<file path="src/rtl/riscv_pkg.sv">
// riscv_pkg: shared constants and types for the operand-fetch stage.
//   RV_DATA_WIDTH / RV_ADDR_WIDTH / RV_TAG_WIDTH : default widths
//   REG_ZERO                                    : index of the hard-wired zero register
//   opf_slice_t                                 : per-operand state at default widths
//                                                 (register index, use bit, hold flag, hold data)
package riscv_pkg;
  localparam int RV_DATA_WIDTH = 32;
  localparam int RV_ADDR_WIDTH = 5;
  localparam int RV_TAG_WIDTH  = 32;
  localparam int REG_ZERO      = 0;

  typedef struct packed {
    logic [RV_ADDR_WIDTH-1:0] addr;
    logic                     used;
    logic                     hv;
    logic [RV_DATA_WIDTH-1:0] hd;
  } opf_slice_t;

  // True when a writeback targets the given register index.
  function automatic logic wb_hit(input logic wb_valid,
                                  input logic [RV_ADDR_WIDTH-1:0] wb_addr,
                                  input logic [RV_ADDR_WIDTH-1:0] addr);
    return wb_valid && (wb_addr == addr);
  endfunction
endpackage

</file>
<file path="src/rtl/riscv_opf_operand.sv">
// riscv_opf_operand: one operand slice of the operand-fetch stage.
//   Latches the register index / use bit at accept, tracks writebacks that the
//   RF read data cannot reflect (same-cycle write at accept, writes during a
//   stall) in a hold flag + hold register, and selects the final operand.
// Ports:
//   clk, rst          clock, async active-high reset
//   accept            request accepted this cycle
//   stall             out_valid & !out_ready
//   out_valid         stage holds a valid request
//   in_addr, in_use   source index / operand-needed bit from decode
//   wb_valid/addr/data writeback bus
//   rf_rd_data        RF sync-read data (valid 1 clk after rd_en, then held)
//   rd_en             RF read enable for this operand
//   op_data           selected operand value
module riscv_opf_operand
  import riscv_pkg::*;
#(
  parameter int DATA_WIDTH = RV_DATA_WIDTH,
  parameter int ADDR_WIDTH = RV_ADDR_WIDTH
) (
  input  logic                  clk,
  input  logic                  rst,
  input  logic                  accept,
  input  logic                  stall,
  input  logic                  out_valid,
  input  logic [ADDR_WIDTH-1:0] in_addr,
  input  logic                  in_use,
  input  logic                  wb_valid,
  input  logic [ADDR_WIDTH-1:0] wb_addr,
  input  logic [DATA_WIDTH-1:0] wb_data,
  input  logic [DATA_WIDTH-1:0] rf_rd_data,
  output logic                  rd_en,
  output logic [DATA_WIDTH-1:0] op_data
);
  typedef struct packed {
    logic [ADDR_WIDTH-1:0] addr;
    logic                  used;
    logic                  hv;
    logic [DATA_WIDTH-1:0] hd;
  } slice_t;

  localparam logic [ADDR_WIDTH-1:0] ZERO_IDX = ADDR_WIDTH'(REG_ZERO);

  slice_t slice_q, slice_d;

  // x0 and unused operands never touch the RF.
  assign rd_en = accept && in_use && (in_addr != ZERO_IDX);

  always_comb begin
    slice_d = slice_q;
    if (accept) begin
      slice_d.addr = in_addr;
      slice_d.used = in_use;
      // RF returns the pre-write value for a same-cycle write, so capture it here.
      slice_d.hv   = wb_valid && (wb_addr == in_addr);
      if (wb_valid && (wb_addr == in_addr))
        slice_d.hd = wb_data;
    end else if (stall && wb_valid && (wb_addr == slice_q.addr)) begin
      // RF read regs are frozen while stalled; latest matching write wins.
      slice_d.hv = 1'b1;
      slice_d.hd = wb_data;
    end
  end

  always_ff @(posedge clk or posedge rst) begin
    if (rst) slice_q <= '0;
    else     slice_q <= slice_d;
  end

  always_comb begin
    op_data = '0;
    if (out_valid && slice_q.used && (slice_q.addr != ZERO_IDX))
      op_data = slice_q.hv ? slice_q.hd : rf_rd_data;
  end
endmodule

</file>
<file path="src/rtl/riscv_operand_fetch.sv">
// riscv_operand_fetch: single-entry valid/ready stage between decode and execute.
//   Drives the 2R1W register file read ports at accept, writes back through the
//   RF write port, and returns operands bypassed with any writeback the RF read
//   data missed. Full throughput: accept and handoff may happen in one cycle.
// Ports:
//   clk, rst                         clock, async active-high reset
//   in_valid/in_ready                decode handshake
//   in_rs1/in_rs2, in_rsN_use, in_tag request fields
//   out_valid/out_ready              execute handshake
//   out_rs1_data/out_rs2_data/out_tag operands and payload
//   wb_valid/wb_addr/wb_data         writeback bus
//   rf_rdN_addr/en/data              RF read ports (data 1 clk after en)
//   rf_wr_addr/en/data               RF write port
//   perf_stall_cnt                   stall-cycle counter, only with RISCV_OPF_PERF_EN
// Configuration macro: RISCV_OPF_PERF_EN
module riscv_operand_fetch
  import riscv_pkg::*;
#(
  parameter int DATA_WIDTH = RV_DATA_WIDTH,
  parameter int ADDR_WIDTH = RV_ADDR_WIDTH,
  parameter int TAG_WIDTH  = RV_TAG_WIDTH
) (
  input  logic                  clk,
  input  logic                  rst,
  input  logic                  in_valid,
  output logic                  in_ready,
  input  logic [ADDR_WIDTH-1:0] in_rs1,
  input  logic [ADDR_WIDTH-1:0] in_rs2,
  input  logic                  in_rs1_use,
  input  logic                  in_rs2_use,
  input  logic [TAG_WIDTH-1:0]  in_tag,
  output logic                  out_valid,
  input  logic                  out_ready,
  output logic [DATA_WIDTH-1:0] out_rs1_data,
  output logic [DATA_WIDTH-1:0] out_rs2_data,
  output logic [TAG_WIDTH-1:0]  out_tag,
  input  logic                  wb_valid,
  input  logic [ADDR_WIDTH-1:0] wb_addr,
  input  logic [DATA_WIDTH-1:0] wb_data,
  output logic [ADDR_WIDTH-1:0] rf_rd1_addr,
  output logic                  rf_rd1_en,
  input  logic [DATA_WIDTH-1:0] rf_rd1_data,
  output logic [ADDR_WIDTH-1:0] rf_rd2_addr,
  output logic                  rf_rd2_en,
  input  logic [DATA_WIDTH-1:0] rf_rd2_data,
  output logic [ADDR_WIDTH-1:0] rf_wr_addr,
  output logic                  rf_wr_en,
  output logic [DATA_WIDTH-1:0] rf_wr_data
`ifdef RISCV_OPF_PERF_EN
  ,
  output logic [31:0]           perf_stall_cnt
`endif
);
  logic                 out_valid_q, out_valid_d;
  logic [TAG_WIDTH-1:0] tag_q, tag_d;
  logic                 accept, stall;

  assign in_ready = !out_valid_q || out_ready;
  assign accept   = in_valid && in_ready;
  assign stall    = out_valid_q && !out_ready;

  always_comb begin
    out_valid_d = out_valid_q;
    tag_d       = tag_q;
    if (accept) begin
      out_valid_d = 1'b1;
      tag_d       = in_tag;
    end else if (out_ready) begin
      out_valid_d = 1'b0;
    end
  end

  always_ff @(posedge clk or posedge rst) begin
    if (rst) begin
      out_valid_q <= 1'b0;
      tag_q       <= '0;
    end else begin
      out_valid_q <= out_valid_d;
      tag_q       <= tag_d;
    end
  end

  assign out_valid = out_valid_q;
  assign out_tag   = tag_q;

  // Read addresses follow decode directly; only the enables are qualified.
  assign rf_rd1_addr = in_rs1;
  assign rf_rd2_addr = in_rs2;

  assign rf_wr_addr = wb_addr;
  assign rf_wr_data = wb_data;
  assign rf_wr_en   = wb_valid && (wb_addr != ADDR_WIDTH'(REG_ZERO));

  riscv_opf_operand #(.DATA_WIDTH(DATA_WIDTH), .ADDR_WIDTH(ADDR_WIDTH)) u_op1 (
    .clk       (clk),
    .rst       (rst),
    .accept    (accept),
    .stall     (stall),
    .out_valid (out_valid_q),
    .in_addr   (in_rs1),
    .in_use    (in_rs1_use),
    .wb_valid  (wb_valid),
    .wb_addr   (wb_addr),
    .wb_data   (wb_data),
    .rf_rd_data(rf_rd1_data),
    .rd_en     (rf_rd1_en),
    .op_data   (out_rs1_data)
  );

  riscv_opf_operand #(.DATA_WIDTH(DATA_WIDTH), .ADDR_WIDTH(ADDR_WIDTH)) u_op2 (
    .clk       (clk),
    .rst       (rst),
    .accept    (accept),
    .stall     (stall),
    .out_valid (out_valid_q),
    .in_addr   (in_rs2),
    .in_use    (in_rs2_use),
    .wb_valid  (wb_valid),
    .wb_addr   (wb_addr),
    .wb_data   (wb_data),
    .rf_rd_data(rf_rd2_data),
    .rd_en     (rf_rd2_en),
    .op_data   (out_rs2_data)
  );

`ifdef RISCV_OPF_PERF_EN
  logic [31:0] stall_cnt_q, stall_cnt_d;

  always_comb begin
    stall_cnt_d = stall_cnt_q;
    if (stall) stall_cnt_d = stall_cnt_q + 32'd1;  // wraps naturally
  end

  always_ff @(posedge clk or posedge rst) begin
    if (rst) stall_cnt_q <= '0;
    else     stall_cnt_q <= stall_cnt_d;
  end

  assign perf_stall_cnt = stall_cnt_q;
`endif
endmodule
</file>
<file path="config.mk">
export PLATFORM = sky130hd
export DESIGN_NAME = riscv_operand_fetch
export DESIGN_NICKNAME = d
export VERILOG_FILES = /design/src/rtl/riscv_pkg.sv /design/src/rtl/riscv_opf_operand.sv /design/src/rtl/riscv_operand_fetch.sv
export SDC_FILE = /design/constraint.sdc
export NUM_CORES = 1
export LEC_CHECK = 0
export BUFFER_PORTS_ARGS = -buffer_cell sky130_fd_sc_hd__buf_2
export CAP_MARGIN = 25
export CORE_AREA = 2 2 114 116
export DETAILED_ROUTE_END_ITERATION = 8
export DIE_AREA = 0 0 116 118
export MAX_ROUTING_LAYER = met4
export PLACE_DENSITY = 0.9
export SLEW_MARGIN = 5
export SYNTH_ARGS = -nofsm -noshare
export SYNTH_HDL_FRONTEND = slang
export SYNTH_SLANG_ARGS = --single-unit
</file>
<file path="constraint.sdc">
create_clock -name clk -period 7.3 [get_ports clk]
set_input_delay 0.73 -clock clk [delete_from_list [all_inputs] [get_ports clk]]
set_output_delay 0.73 -clock clk [all_outputs]
set_load 0.01 [all_outputs]
</file>
==> results.txt <==
The placed instances occupy a cell area of 7030 um2. The logs give 0.225 for the part of the power in combinational logic and 551 for the synthesized instance count. Yosys printed 0 warnings.

The logs give 2.24 ns for the arrival time at the worst endpoint and 298 for the top-level port count. The number of synthesized register bits was 111; the total clock buffers created by CTS was 9. VDD sags by at most 0.118 mV. The clock slew at the register clock pins of the worst setup and hold paths is 0.07 ns. The HPWL reported at the end of detailed placement is 11500 um, and the ratio of routed vias to standard cells is 4.93. The die is 118 um tall.

The first global-routing pass estimated 22800 um of wire. When the netlist entered floorplanning its net count stood at 701. The run gives 0.302 as the clock network fraction of total power. Net switching share of the total power: 0.278.

Ranked by total cell area, the synthesized netlist is headed by sky130_fd_sc_hd__dfrtp_1 (48%), sky130_fd_sc_hd__mux2_2 (14%), sky130_fd_sc_hd__mux2i_1 (11%). A synthesized cell averages 10.5 um2. Clock skew on the completed layout was measured at 0.00617 ns. Hold repair after CTS inserted 0 buffers.

After layout, the worst setup slack is 4.33 ns. The tools report the kind of end point of the critical path as a primary output. The number of antenna violations at the first check in global routing is 0. The run gives 0 as the final setup violation count. In this run, post-CTS repair resized a total of 0 instances. Dividing total power by cell area gives a power density of 254 nW/um2. The tool flagged a number of max-cap violations equal to 0. The part of the cycle the worst path needs works out to 0.407. Timing analysis after detailed placement gives a worst setup slack of 4.05 ns. Standard cell with the maximum stage delay on the critical path: sky130_fd_sc_hd__buf_4. The critical path goes through buf_2 -> and2b_1 -> inv_2 -> and2_1 -> buf_4 -> nand2_1 -> a21oi_1 -> buf_2.

The clock passes through at most 2 buffers. The run gives 0 ns as the setup TNS. TritonCTS built the clock tree.

The logs give 202 for the count of routing violations after the opening detailed-route iteration and 111 for the number of clock sinks. Total power for the finished layout comes to 1.87 mW. Static timing analysis puts the maximum clock frequency at 336 MHz. For the post-route DRC violation count, the log shows 0. The number of buffers inserted to repair setup after CTS is 0, and the minimum period implied by the final worst setup slack is 2.97 ns. The logs give 0.314 for the worst slew margin relative to its limit and 4743 for the total via count in the routed design.

The path length in cells of the critical path came out at 8. The library cells used most frequently in the layout, excluding fill and tap cells, are sky130_fd_sc_hd__buf_2 (297), sky130_fd_sc_hd__dfrtp_1 (109), sky130_fd_sc_hd__nand2_1 (104), sky130_fd_sc_hd__mux2_2 (73), sky130_fd_sc_hd__nor2_1 (68). The count of pins over their slew limit is 0, and the source-to-sink clock delay at the later pin of the worst-skew pair is 0.34 ns.

The die covers 13700 um2. The floorplan has 41 rows. Once layout is done, the placed cells without fillers occupy 7380 um2. The relative contribution of sequential cells to total power was 0.473. The floorplan step defined a core boundary enclosing 12400 um2.

The run finished with clean final reports. Remaining antenna violation count: 0. The tools report the number of global-route vias before repair as 4629. Including well taps, the total number of placed cells is 947. For the worst flop-to-flop path, the logic depth is 6.

The kind of critical path is in -> out. The type of the tightest min-delay check is in -> async. The run gives 0 as the final global-route overflow total. Summed over all layers, the routed wires come to 14900 um.

The cell repeated most along the worst path is sky130_fd_sc_hd__buf_2. The worst stage delay on the critical path was 0.45 ns; the relative area change from synthesis to final layout was 27.9%. The sequential cell area in the final layout is 2780 um2, and the final layout net count is 936. The tools report the cell-internal power as 1.35 mW. The synthesized netlist contains 28 unique library cells. The number of fill cells came out at 1055. The run gives 2490 um2 as the area of the multi-input gates. The root buffer selected by CTS was sky130_fd_sc_hd__clkbuf_16. After detailed routing, the average wire length per cell comes to 15.5 um.

The number of buffers and inverters on the critical path is 4. The total global-route track usage was 0.218. Setup repair after global routing left no endpoint under its margin. The starting utilization of the core area was 0.465; the total standard cell area after synthesis was 5770 um2. For this design the static power due to leakage is 3.90 nW. The number of antenna repair diodes is 0.

The post-synthesis sequential area ratio was 0.481; the count of input and output buffers was 297. The run gives 0 as the final hold violation count. For the worst setup path, the data required time is 6.57 ns. Fraction of synthesized cell area taken by the top area cell type: 0.481. The library cell used most frequently in the layout, excluding fill and tap cells, is sky130_fd_sc_hd__buf_2.

In this run the horizontal extent of the chip is 116 um. Entering global routing, the biggest net connects 61 pins. In this run the number of H-tree levels came out at 3.

For the pin with the worst max-slew slack, the measured transition is 1.03 ns. Top cell type by total area after synthesis: sky130_fd_sc_hd__dfrtp_1. For this run, the detailed router's first-pass iteration total came to 4.

Of all nets on the critical path, the largest fanout is 45. The share of post-route cells with drive strength above 1 came out at 0.507. Non-filler instance count after layout: 963. Routability-driven placement finished with a final weighted congestion of 0.853. The worst setup path is launched from an input pin. The cell type group with the largest total delay on the critical path was buffers and inverters. The analysis attributes to net switching a power of 520 uW.
[cells in the mapped netlist]
cell and count:
sky130_fd_sc_hd__dfrtp_1 111, sky130_fd_sc_hd__nor3_1 3, sky130_fd_sc_hd__a21oi_1 2, sky130_fd_sc_hd__inv_2 1, sky130_fd_sc_hd__buf_2 15, sky130_fd_sc_hd__nand2_1 104, sky130_fd_sc_hd__clkbuf_1 11, sky130_fd_sc_hd__o21ai_0 2
sky130_fd_sc_hd__o211ai_1 2, sky130_fd_sc_hd__nand2b_1 2, sky130_fd_sc_hd__inv_1 1, sky130_fd_sc_hd__buf_4 50, sky130_fd_sc_hd__mux2i_1 64, sky130_fd_sc_hd__xor2_1 2, sky130_fd_sc_hd__or4_1 3, sky130_fd_sc_hd__o21a_1 1
sky130_fd_sc_hd__buf_1 4, sky130_fd_sc_hd__a31oi_4 1, sky130_fd_sc_hd__nor3_2 1, sky130_fd_sc_hd__and2_1 1, sky130_fd_sc_hd__mux2_2 73, sky130_fd_sc_hd__nand4_1 3, sky130_fd_sc_hd__mux2_1 1, sky130_fd_sc_hd__xnor2_1 18
sky130_fd_sc_hd__nand3_1 4, sky130_fd_sc_hd__and2b_1 1, sky130_fd_sc_hd__nand2_2 1, sky130_fd_sc_hd__nor2_1 69
[worst paths after layout]
kind / endpoint / startpoint / slack, ns
setup / recovery: rf_rd2_en / out_ready / 4.33
hold / removal: out_tag[10] / rst / 0.47
setup reg to reg: u_op2.slice_q[16] / out_valid / 4.56
hold reg to reg: out_tag[10] / out_tag[10] / 0.48
max in group asynchronous: u_op1.slice_q[32] / rst / 5.61
min in group clk: out_tag[10] / out_tag[10] / 0.48
[power groups by stage]
stage | Sequential, mW | Clock, mW | Combinational [mW]
finish | 0.886 | 0.565 | 0.422
global route | 0.906 | 0.608 | 0.465
CTS | 0.886 | 0.581 | 0.429
detailed placement | 0.896 | 0 | 0.429
global placement | 0.887 | 0 | 0.408
floorplan | 0.867 | 0 | 0.288
[final cells by class]
class / count / area share
Multi-Input combinational cell: 358 / 0.337
Clock inverter: 7 / 0.0171
Sequential cell: 111 / 0.376
Tap cell: 172 / 0.0291
Clock buffer: 9 / 0.0305
Inverter: 2 / 0.00136
Timing Repair Buffer: 304 / 0.208
[per-layer routing]
metal  vias up  routed length (um)  track usage
li1       2243                   -            -
met1      2258                5850        0.245
met2       218                7670        0.389
met3        24                1080       0.0330
met4         0                 284       0.0796
met5         -                   0            -
[cells by family after synthesis]
| kind of cell | count (synthesis) | synth area share |
|---|---|---|
| AOI/OAI and AO/OA | 8 | 0.0111 |
| and+or+nand+nor | 192 | 0.133 |
| buffers and inverters | 82 | 0.0891 |
| muxes | 138 | 0.255 |
| xor gates and xnor gates | 20 | 0.0303 |
| DFF | 111 | 0.481 |
[registers in the layout, summed over array words and instances, names as in the netlist]
name and count:
out_valid 1, out_tag 32, u_op1.slice_q 39, u_op2.slice_q 39
[per-stage QoR]
stage | utilization | hold WS (ns)
floorplan | - | 0.446
global placement | 0.566 | 0.453
detailed placement | 0.567 | 0.459
CTS | 0.595 | 0.482
global route | 0.595 | 0.504
finish | 0.595 | 0.473
[worst register-to-register path, cell delays in order, from the launching register on]
cell and delay, ns:
sky130_fd_sc_hd__dfrtp_1 0.42, sky130_fd_sc_hd__and2b_1 0.20, sky130_fd_sc_hd__inv_2 0.07, sky130_fd_sc_hd__nand2_2 0.49, sky130_fd_sc_hd__nor3_1 0.21, sky130_fd_sc_hd__nor2_4 0.78, sky130_fd_sc_hd__mux2_2 0.46
No activity file was read; power rests on OpenSTA's default activity.
